`src/rtl/imem_fetch_ctrl_pkg.sv`:
```
// Shared types and defaults for the instruction-memory fetch controller.
package imem_fetch_ctrl_pkg;

  localparam int unsigned XLEN            = 16;
  localparam int unsigned DEF_MEM_DEPTH   = 1024;
  localparam logic [XLEN-1:0] DEF_RESET_PC    = 16'h0000;
  localparam logic [XLEN-1:0] DEF_HALT_OPCODE = 16'hFFFF;

  typedef enum logic [1:0] {
    ST_IDLE = 2'd0,
    ST_LOAD = 2'd1,
    ST_RUN  = 2'd2,
    ST_HALT = 2'd3
  } state_e;

  // Reduce a word address into the memory range, zero-extended to XLEN.
  function automatic logic [XLEN-1:0] mod_depth(input logic [XLEN-1:0] addr,
                                                input int unsigned depth);
    return XLEN'(32'(addr) % depth);
  endfunction

endpackage

```
`src/rtl/imem_fetch_ctrl_pc_reg.sv`:
```
// Program counter: reload, halt hold, branch redirect, stall hold, wrapping increment.
module pc_reg
  import imem_fetch_ctrl_pkg::*;
#(
  parameter int unsigned     MEM_DEPTH = DEF_MEM_DEPTH,
  parameter logic [XLEN-1:0] RESET_PC  = DEF_RESET_PC
) (
  input  logic            clk,
  input  logic            rst,
  input  logic            run_i,
  input  logic            reload_i,
  input  logic            halt_i,
  input  logic            stall_i,
  input  logic            branch_i,
  input  logic [XLEN-1:0] target_i,
  output logic [XLEN-1:0] pc_o
);

  localparam int unsigned LAST = MEM_DEPTH - 1;

  logic [XLEN-1:0] pc_q, pc_d;

  // Priority inside RUN: halt > branch > stall > increment.
  always_comb begin
    pc_d = pc_q;
    if (reload_i) begin
      pc_d = RESET_PC;
    end else if (run_i) begin
      if (halt_i) begin
        pc_d = pc_q;
      end else if (branch_i) begin
        pc_d = mod_depth(target_i, MEM_DEPTH);
      end else if (stall_i) begin
        pc_d = pc_q;
      end else if (32'(pc_q) >= LAST) begin
        pc_d = '0;
      end else begin
        pc_d = pc_q + XLEN'(1);
      end
    end
  end

  always_ff @(posedge clk or negedge rst) begin
    if (!rst) pc_q <= RESET_PC;
    else      pc_q <= pc_d;
  end

  assign pc_o = pc_q;

endmodule

```
`src/rtl/imem_fetch_ctrl.sv`:
```
// Instruction fetch controller with optional boot loader (macro IMEM_LOADER_EN).
// Without the macro the LOAD state is unreachable and loader outputs are tied low.
module imem_fetch_ctrl
  import imem_fetch_ctrl_pkg::*;
#(
  parameter int unsigned     MEM_DEPTH   = DEF_MEM_DEPTH,
  parameter logic [XLEN-1:0] RESET_PC    = DEF_RESET_PC,
  parameter logic [XLEN-1:0] HALT_OPCODE = DEF_HALT_OPCODE
) (
  input  logic            clk,
  input  logic            rst,
  input  logic            load_req,
  input  logic            load_valid,
  input  logic [XLEN-1:0] load_data,
  output logic            load_ready,
  output logic            load_full,
  input  logic            stall,
  input  logic            branch_taken,
  input  logic [XLEN-1:0] branch_target,
  input  logic [XLEN-1:0] instr,
  output logic [XLEN-1:0] imem_addr,
  output logic            imem_we,
  output logic [XLEN-1:0] imem_wdata,
  output logic [XLEN-1:0] pc,
  output logic            fetch_valid,
  output logic            halted
);

  state_e          state_q, state_d;
  logic [XLEN-1:0] ld_ptr_q;
  logic            full_q;
  logic            halt_hit;
  logic            reload;

  assign halt_hit = (state_q == ST_RUN) && (instr == HALT_OPCODE);
  assign reload   = (state_q == ST_LOAD) && (state_d == ST_IDLE);

  always_ff @(posedge clk or negedge rst) begin
    if (!rst) state_q <= ST_IDLE;
    else      state_q <= state_d;
  end

  always_comb begin
    state_d = state_q;
    unique case (state_q)
`ifdef IMEM_LOADER_EN
      ST_IDLE: state_d = load_req ? ST_LOAD : ST_RUN;
      ST_LOAD: state_d = load_req ? ST_LOAD : ST_IDLE;
      ST_RUN:  state_d = halt_hit ? ST_HALT : ST_RUN;
      ST_HALT: state_d = load_req ? ST_LOAD : ST_HALT;
`else
      ST_IDLE: state_d = ST_RUN;
      ST_LOAD: state_d = ST_IDLE;
      ST_RUN:  state_d = halt_hit ? ST_HALT : ST_RUN;
      ST_HALT: state_d = ST_HALT;
`endif
      default: state_d = ST_IDLE;
    endcase
  end

  // Memory port and status decode; writes land at the edge ending the accept cycle.
  always_comb begin
    fetch_valid = (state_q == ST_RUN);
    halted      = (state_q == ST_HALT);
    imem_wdata  = load_data;
    imem_addr   = (state_q == ST_LOAD) ? ld_ptr_q : pc;
`ifdef IMEM_LOADER_EN
    load_ready  = (state_q == ST_LOAD) && !full_q;
    imem_we     = load_valid && load_ready;
`else
    load_ready  = 1'b0;
    imem_we     = 1'b0;
`endif
  end

  assign load_full = full_q;

`ifdef IMEM_LOADER_EN
  localparam int unsigned LAST = MEM_DEPTH - 1;

  logic [XLEN-1:0] ld_ptr_d;
  logic            full_d;

  // Pointer is parked at 0 outside LOAD, so it is clear on every entry.
  always_comb begin
    ld_ptr_d = ld_ptr_q;
    full_d   = full_q;
    if (state_d != ST_LOAD) begin
      ld_ptr_d = '0;
      full_d   = 1'b0;
    end else if (imem_we) begin
      if (32'(ld_ptr_q) >= LAST) full_d = 1'b1;
      else                       ld_ptr_d = ld_ptr_q + XLEN'(1);
    end
  end

  always_ff @(posedge clk or negedge rst) begin
    if (!rst) begin
      ld_ptr_q <= '0;
      full_q   <= 1'b0;
    end else begin
      ld_ptr_q <= ld_ptr_d;
      full_q   <= full_d;
    end
  end
`else
  logic unused_loader;
  assign ld_ptr_q      = '0;
  assign full_q        = 1'b0;
  assign unused_loader = ^{load_req, load_valid};
`endif

  pc_reg #(
    .MEM_DEPTH (MEM_DEPTH),
    .RESET_PC  (RESET_PC)
  ) u_pc_reg (
    .clk      (clk),
    .rst      (rst),
    .run_i    (state_q == ST_RUN),
    .reload_i (reload),
    .halt_i   (halt_hit),
    .stall_i  (stall),
    .branch_i (branch_taken),
    .target_i (branch_target),
    .pc_o     (pc)
  );

endmodule

```
`config.mk`:
```
export PLATFORM = sky130hd
export DESIGN_NAME = imem_fetch_ctrl
export DESIGN_NICKNAME = d
export VERILOG_FILES = /design/src/rtl/imem_fetch_ctrl_pkg.sv /design/src/rtl/imem_fetch_ctrl_pc_reg.sv /design/src/rtl/imem_fetch_ctrl.sv
export SDC_FILE = /design/constraint.sdc
export NUM_CORES = 1
export LEC_CHECK = 0
export BUFFER_PORTS_ARGS = -buffer_cell sky130_fd_sc_hd__clkbuf_2
export CAP_MARGIN = 40
export CORE_UTILIZATION = 43
export CTS_CLUSTER_DIAMETER = 30
export DETAILED_ROUTE_END_ITERATION = 16
export PLACE_DENSITY = 0.9
export REMOVE_ABC_BUFFERS = 1
export SLEW_MARGIN = 20
export SYNTH_ARGS = -nofsm -noshare
export SYNTH_HDL_FRONTEND = slang
export SYNTH_SLANG_ARGS = --single-unit
```
`constraint.sdc`:
```
create_clock -name clk -period 2.9 [get_ports clk]
set_input_delay 0.58 -clock clk [delete_from_list [all_inputs] [get_ports clk]]
set_output_delay 0.58 -clock clk [all_outputs]
set_load 0.05 [all_outputs]
```
### Yosys cells after proc, flatten, opt, wreduce, memory -nomap -nowiden

Index checks and enable logic that the tools add are counted.

| cells by class | value |
|---|---|
| reductions and logical operators | 6 |
| $add $sub $neg | 1 |
| multiplexer cells | 9 |
| eq/ne operators | 6 |
| order comparisons | 1 |

Operators with widths:

| operator | number |
|---|---|
| 2-to-1 mux 16 bit | 7 |
| adder 16 x 1 -> 16 bit (second input constant) | 1 |
| equality test 16 bit (second input constant) | 1 |
| greater-or-equal comparator 16 x 10 -> 1 bit (second input constant) | 1 |
| one-hot mux 2 bit (4 select lines) | 1 |
| equality test 2 bit (second input constant) | 2 |
| logical NOT 2 bit | 2 |
| != test 3 x 1 -> 1 bit (second input constant) | 1 |
| AND reduction 3 bit | 1 |
| equality test 2 x 1 -> 1 bit (second input constant) | 1 |
| logical AND 1 bit | 2 |
| != test 2 x 1 -> 1 bit (second input constant) | 1 |
| nonzero test 2 bit | 1 |
| 2-to-1 mux 1 bit | 1 |

| storage, ports and cells | value |
|---|---|
| bits in registers | 18 |
| input port bits | 54 |
| output and inout bits | 53 |
| logic and storage cells | 25 |

### Logic depth before layout (Yosys ltp)

Gate-level depths: netlist of the first run.

| logic depth | value |
|---|---|
| depth after elaboration | 8 |
| depth in mapped cells | 8 |
| depth with buffers taken out | 7 |

### Cells and area by module

Synthesis of the first run repeated with hierarchy kept, for this count alone.

| second synthesis, totals | value |
|---|---|
| cells, all modules | 143 |
| area total of the unflattened synthesis | 1,282.5 um^2 |

Modules (own cells, without submodules):

| module | area an instance (um^2) | times used | cells each | sequential area each (um^2) |
|---|---|---|---|---|
| pc_reg | 903.4 | 1 | 92 | 400.4 |
| imem_fetch_ctrl | 379.1 | 1 | 51 | 50.0 |

### Least setup slack after synthesis of the first run

OpenSTA, ideal clock, no wires.

| timing | value |
|---|---|
| path kind | register -> output |
| start point | reg state_q[0] |
| end point | out imem_addr[10] |
| cell stages (with the launch flop) | 4 |
| required time | 2.320 ns |
| arrival time | 1.583 ns |
| buffers on the path | 1 |
| slack | 0.737 ns |
| path through | dfrtp_1 > ha_1 > clkbuf_1 > nor2b_1 |

| between the ends | value |
|---|---|
| word-level cells in the longest chain between the ends | 2 |

RTL lines:

| item | line | source |
|---|---|---|
| start: declaration | imem_fetch_ctrl.sv:29 | `state_e state_q, state_d;` |
| start signal: assignment | imem_fetch_ctrl.sv:40 | `else state_q <= state_d;` |
| equality test 2 x 1 -> 1 bit | imem_fetch_ctrl.sv:66 | `imem_addr = (state_q == ST_LOAD) ? ld_ptr_q : pc;` |
| 2-to-1 mux 16 bit | imem_fetch_ctrl.sv:66 |  |
| end: declaration | imem_fetch_ctrl.sv:21 | `output logic [XLEN-1:0] imem_addr,` |

No other way between the ends.

### Final worst setup path of the first run

| timing | value |
|---|---|
| start point | reg state_q[1] |
| end point | out imem_addr[14] |

The elaborated chain is that of the path after synthesis.

==> results.toml, run 1 <==
[sta]
fin_skew_ns = 0.000706
worst_slack_ns = 0.572
fin_crit_sh_pct = 80.3
fmaxAchievable_ghz = 0.430
fin_tns_setup_ns = 0
fin_crit_ns = 2.33
holdWs_ns = 0.207
setup_viol = 0
finalHoldViolCount = 0
relSlewSlack_pct = 48.8
slew_viol_final = 0
tightest_slew_ns = 0.768
rsz0062_at_grt = "false"

[synthesis]
ys_seq_area_share_pct = 32.7
synth_seq_cells = 18
syn_avg_cell_area_um2 = 8.67
synth_warnings = 0
syn-cell-area_um2 = 1380
ys_types = 39
netlist_instances = 159

[run]
drv_cap = 0

[routing]
drt-total-wl_um = 3580
wl_per_cell_um = 14.2
drc_errors = 0
viasPerCell = 5.46
dr.pass1.iters = 4
drtAntennaViolNets = 0
drt_iter0_markers = 72
num_vias = 1370

[clock_tree]
cts_hold_buffers = 0
root_buffer = "clkbuf_4"
clockBufferDepth = 2
cts_tree = "yes"
post_cts_resized = 0
h-tree-depth = 1
clk_pin_slew_worst_paths_ns = 0.10
clkSinkCount = 18
clk_latency_ns = 0.30
numCtsBuffers = 3
post_cts.repair.setup_buffers = 0

[setup_path]
worstSetupPathType = "reg -> out"
endpoint_kind = "output port"
crit_start = "state_q[1]"
worstPathArrival_ns = 1.75
start_kind = "flip-flop"
r2r_start = "state_q[0]"
cp_max_fo = 16
worstPathRequired_ns = 2.32

[placed_design]
place.gp.congestion = 0.838
pre_cts_slack_ns = 0.853
postPlaceCellArea_um2 = 1600
placed_cells = 247
hpwl_um = 2760
io_buffers = 63

[global_route]
grt_max_degree = 19
grt_pass1_vias = 1230
grt_pass1_wl_um = 5420
grt_use_total_pct = 20.7
antenna_found_initial = 0
gr-total-overflow = 0

[power_and_ir_drop]
powerDensity_nw_per_um2 = 430
p_leak_nw = 0.866
p_total_mw = 0.704
peakVddDrop_uv = 254

[floorplan]
initial_core_util_pct = 45.2
io_pins = 107
die_y_um = 58.6
fp.dieW_um = 58.6
rows = 20
dieArea_um2 = 3440
core_um2 = 3050

[cells_and_area]
drive_above_1_share_pct = 36.2
num_antenna_cells = 0
final_nets = 268
fin_util_pct = 53.7
final_area_um2 = 1640
syn_to_final_growth_pct = 18.9
stdcell_count = 251

[run_status]
status = "finished, final reports clean"

[hold_path]
hold_class = "in -> async"
[where the power goes]
group	internal, mW	switching, mW	total (mW)
Clock	0.0766	0.0816	0.158
Sequential	0.266	0.0282	0.295
Combinational	0.0674	0.184	0.251
Total	0.410	0.294	0.704
[cells by family (layout without fill, tap and decap cells)]
logic type | count (synthesis) | in the layout | synth area share [%]
adder cells (fa/ha/maj) | 6 | 6 | 5.44
other | 1 | 3 | 0.272
flip-flops | 18 | 18 | 32.7
AO/OA/AOI/OAI | 36 | 36 | 18.6
buffers and inverters | 30 | 76 | 13.6
AND/OR/NAND/NOR | 68 | 68 | 29.4
[cell usage in the layout (no fill, tap or decap), drive strengths merged, types with 4 or more instances in the layout]
cell / n
a22oi: 4
nand4: 6
dfrtp: 18
o21ai: 7
nor2b: 11
clkbuf: 67
nand3: 7
a21oi: 9
nor4: 4
nand2: 10
nor2: 16
inv: 9
ha: 6
[routing by layer]
metal	GRT usage [%]	part of all wire, %	up-vias
li1	-	-	641
met1	26.0	43	651
met2	31.9	46	75
met3	9.45	11	3
met4	5.10	0.70	0
met5	6.35	0	-
[cell usage after synthesis]
library cell	number	area, µm²
a211oi_1	1	7.51
a211oi_2	1	12.5
a21o_1	1	7.51
a21oi_1	9	45.0
a221o_1	3	30.0
a22oi_1	4	30.0
a32oi_1	1	8.76
a41o_1	1	10.0
a41oi_1	1	8.76
and2_1	3	18.8
and3_1	2	12.5
and4_1	2	17.5
buf_4	20	150
clkbuf_1	1	3.75
conb_1	1	3.75
dfrtp_1	18	450
ha_1	6	75.1
inv_1	9	33.8
nand2_1	10	37.5
nand2b_1	1	6.26
nand3_1	7	35.0
nand4_1	5	31.3
nand4_2	1	12.5
nor2_1	16	60.1
nor2b_1	11	68.8
nor3_1	1	5.00
nor3_2	1	10.0
nor3_4	1	16.3
nor4_1	2	12.5
nor4_4	2	42.5
o211a_1	1	10.0
o211ai_1	2	15.0
o211ai_2	1	12.5
o21a_1	2	15.0
o21ai_1	7	35.0
o2bb2ai_1	1	8.76
or2_1	1	6.26
or2_2	1	6.26
or3_1	1	6.26
[worst max-delay path, stage by stage (launching register included)]
cell,delay [ns]
dfrtp_1,0.42
inv_1,0.11
ha_1,0.56
nor2b_1,0.10
clkbuf_2,0.26
[sequential cells by signal (all words and copies together) (netlist names)]
name and cells:
state_q 2, u_pc_reg.pc_o 16
[final timing paths]
check | slack (ns) | cells after the start | endpoint
worst min-delay path | 0.21 | 1 | state_q[1]
worst min register to register | 0.61 | 1 | u_pc_reg.pc_o[8]
worst max-delay path | 0.57 | 4 | imem_addr[14]
worst max register to register | 0.86 | 7 | u_pc_reg.pc_o[15]
max in group asynchronous | 2.38 | 1 | u_pc_reg.pc_o[8]
min in group clk | 0.49 | 3 | u_pc_reg.pc_o[3]
[area by class of cell]
| type | instances | area [µm²] |
|---|---|---|
| fillers | 311 | 1410 |
| multi-input cells | 113 | 748 |
| inverters | 9 | 33.8 |
| clock buffers | 4 | 36.3 |
| well taps | 44 | 55.1 |
| flip-flops and latches | 18 | 450 |
| repair buffers | 63 | 315 |
No activity file was read; power rests on OpenSTA's default activity.
==> run 2, diff against run 1 <==
CORE_UTILIZATION = 40   (was 43)
PLACE_DENSITY = 0.85   (was 0.9)
clock period = 2.3 ns   (was 2.9 ns; I/O delays follow)
==> results.toml, run 2 (synthesized netlist as in run 1, its figures left out) <==
[setup_path]
worstPathRequired_ns = 1.84
endpoint_kind = "output port"
worstPathArrival_ns = 1.54
start_kind = "flip-flop"
worstSetupPathType = "reg -> out"
cp_max_fo = 16

[floorplan]
die_y_um = 60.7
dieArea_um2 = 3690
rows = 20
io_pins = 107
initial_core_util_pct = 43.7
fp.dieW_um = 60.7
core_um2 = 3150

[clock_tree]
cts_tree = "yes"
clk_latency_ns = 0.30
h-tree-depth = 1
clockBufferDepth = 2
clk_pin_slew_worst_paths_ns = 0.11
numCtsBuffers = 3
clkSinkCount = 18
post_cts.repair.setup_buffers = 0
root_buffer = "clkbuf_4"

[run_status]
status = "finished, final reports clean"

[sta]
fin_tns_setup_ns = 0
fin_crit_ns = 2.00
holdWs_ns = 0.0791
setup_viol = 0
finalHoldViolCount = 0
fin_crit_sh_pct = 87.1
fin_skew_ns = 0.00989
relSlewSlack_pct = 46.5
slew_viol_final = 0
fmaxAchievable_ghz = 0.499
rsz0062_at_grt = "false"
tightest_slew_ns = 0.803

[routing]
wl_per_cell_um = 13.7
dr.pass1.iters = 4
viasPerCell = 5.30
drtAntennaViolNets = 0
drc_errors = 0
drt_iter0_markers = 28
num_vias = 1347
drt-total-wl_um = 3490

[cells_and_area]
mostFrequentLayoutCells = "clkbuf_2 (63), dfrtp_1 (18), nor2_1 (16)"
largest_reg_flops = 16
syn_to_final_growth_pct = 20.7
drive_above_1_share_pct = 37.6
final_nets = 271
num_antenna_cells = 0
nFillCells = 342
final_common_cell = "clkbuf_2"

[placed_design]
io_buffers = 63
place.gp.congestion = 0.813
hpwl_um = 2800

[power_and_ir_drop]
peakVddDrop_uv = 331
p_leak_nw = 0.878
powerDensity_nw_per_um2 = 536

[global_route]
antenna_found_initial = 0
grt_max_degree = 19
gr-total-overflow = 0
grt_pass1_vias = 1211
grt_pass1_wl_um = 5350
grt_use_total_pct = 19.8

[run]
drv_cap = 0

[hold_path]
hold_class = "in -> async"
==> run 2: metal layers <==
layer  share of wire, %  global-route usage, %  up-vias
met1                 44                   24.3      615
met2                 44                   31.7       76
met5                  0                   8.57        -
met4               0.55                   4.87        0
li1                   -                      -      654
met3                 11                   8.10        2
==> run 2: area by class of cell <==
cell class | instances | area, µm² | area share [%]
tap | 44 | 55.1 | 3.31
inverter | 9 | 33.8 | 2.03
multi-input combinational | 113 | 751 | 45.1
timing repair buffer | 66 | 338 | 20.3
sequential | 18 | 450 | 27.1
clock buffer | 4 | 36.3 | 2.18
==> run 2: where the power goes <==
group          switching, mW  internal [mW]
Sequential            0.0322          0.336
Combinational          0.234         0.0889
Clock                  0.105         0.0965
==> run 2: path summary, 6_finish.rpt <==
| kind | startpoint | to | slack, ns | depth (start not counted) |
|---|---|---|---|---|
| worst max-delay path | state_q[1] | imem_addr[14] | 0.30 | 4 |
| worst min-delay path | rst | u_pc_reg.pc_o[9] | 0.08 | 1 |
| worst max register to register | state_q[0] | u_pc_reg.pc_o[4] | 0.34 | 7 |
| worst min register to register | u_pc_reg.pc_o[8] | u_pc_reg.pc_o[8] | 0.60 | 1 |
| max in group asynchronous | rst | u_pc_reg.pc_o[1] | 1.91 | 1 |
| min in group clk | branch_target[3] | u_pc_reg.pc_o[3] | 0.37 | 3 |
==> run 2: metrics by stage <==
step           area (µm²)  power [mW]  setup WS (ns)  utilization [%]  std cells
2_1_floorplan        1230       0.602          0.115                -        140
3_3_place_gp         1630       0.694          0.408             51.5        250
3_5_place_dp         1630       0.699          0.368             51.5        250
4_1_cts              1660       0.897         0.0525             52.7        254
5_1_grt              1660       0.929          0.132             52.8        254
6_report             1660       0.892          0.297             52.8        254
==> run 2: what timing repair did <==
action,in CTS,in global routing
setup endpoints to repair,0,16
gates resized for setup,0,1
hold buffers,0,0
==> run 2: critical path, cell delays in order (launching register included) <==
cell and delay [ns]:
dfrtp_1 0.41, inv_1 0.11, ha_2 0.40, nor2b_1 0.09, clkbuf_2 0.24
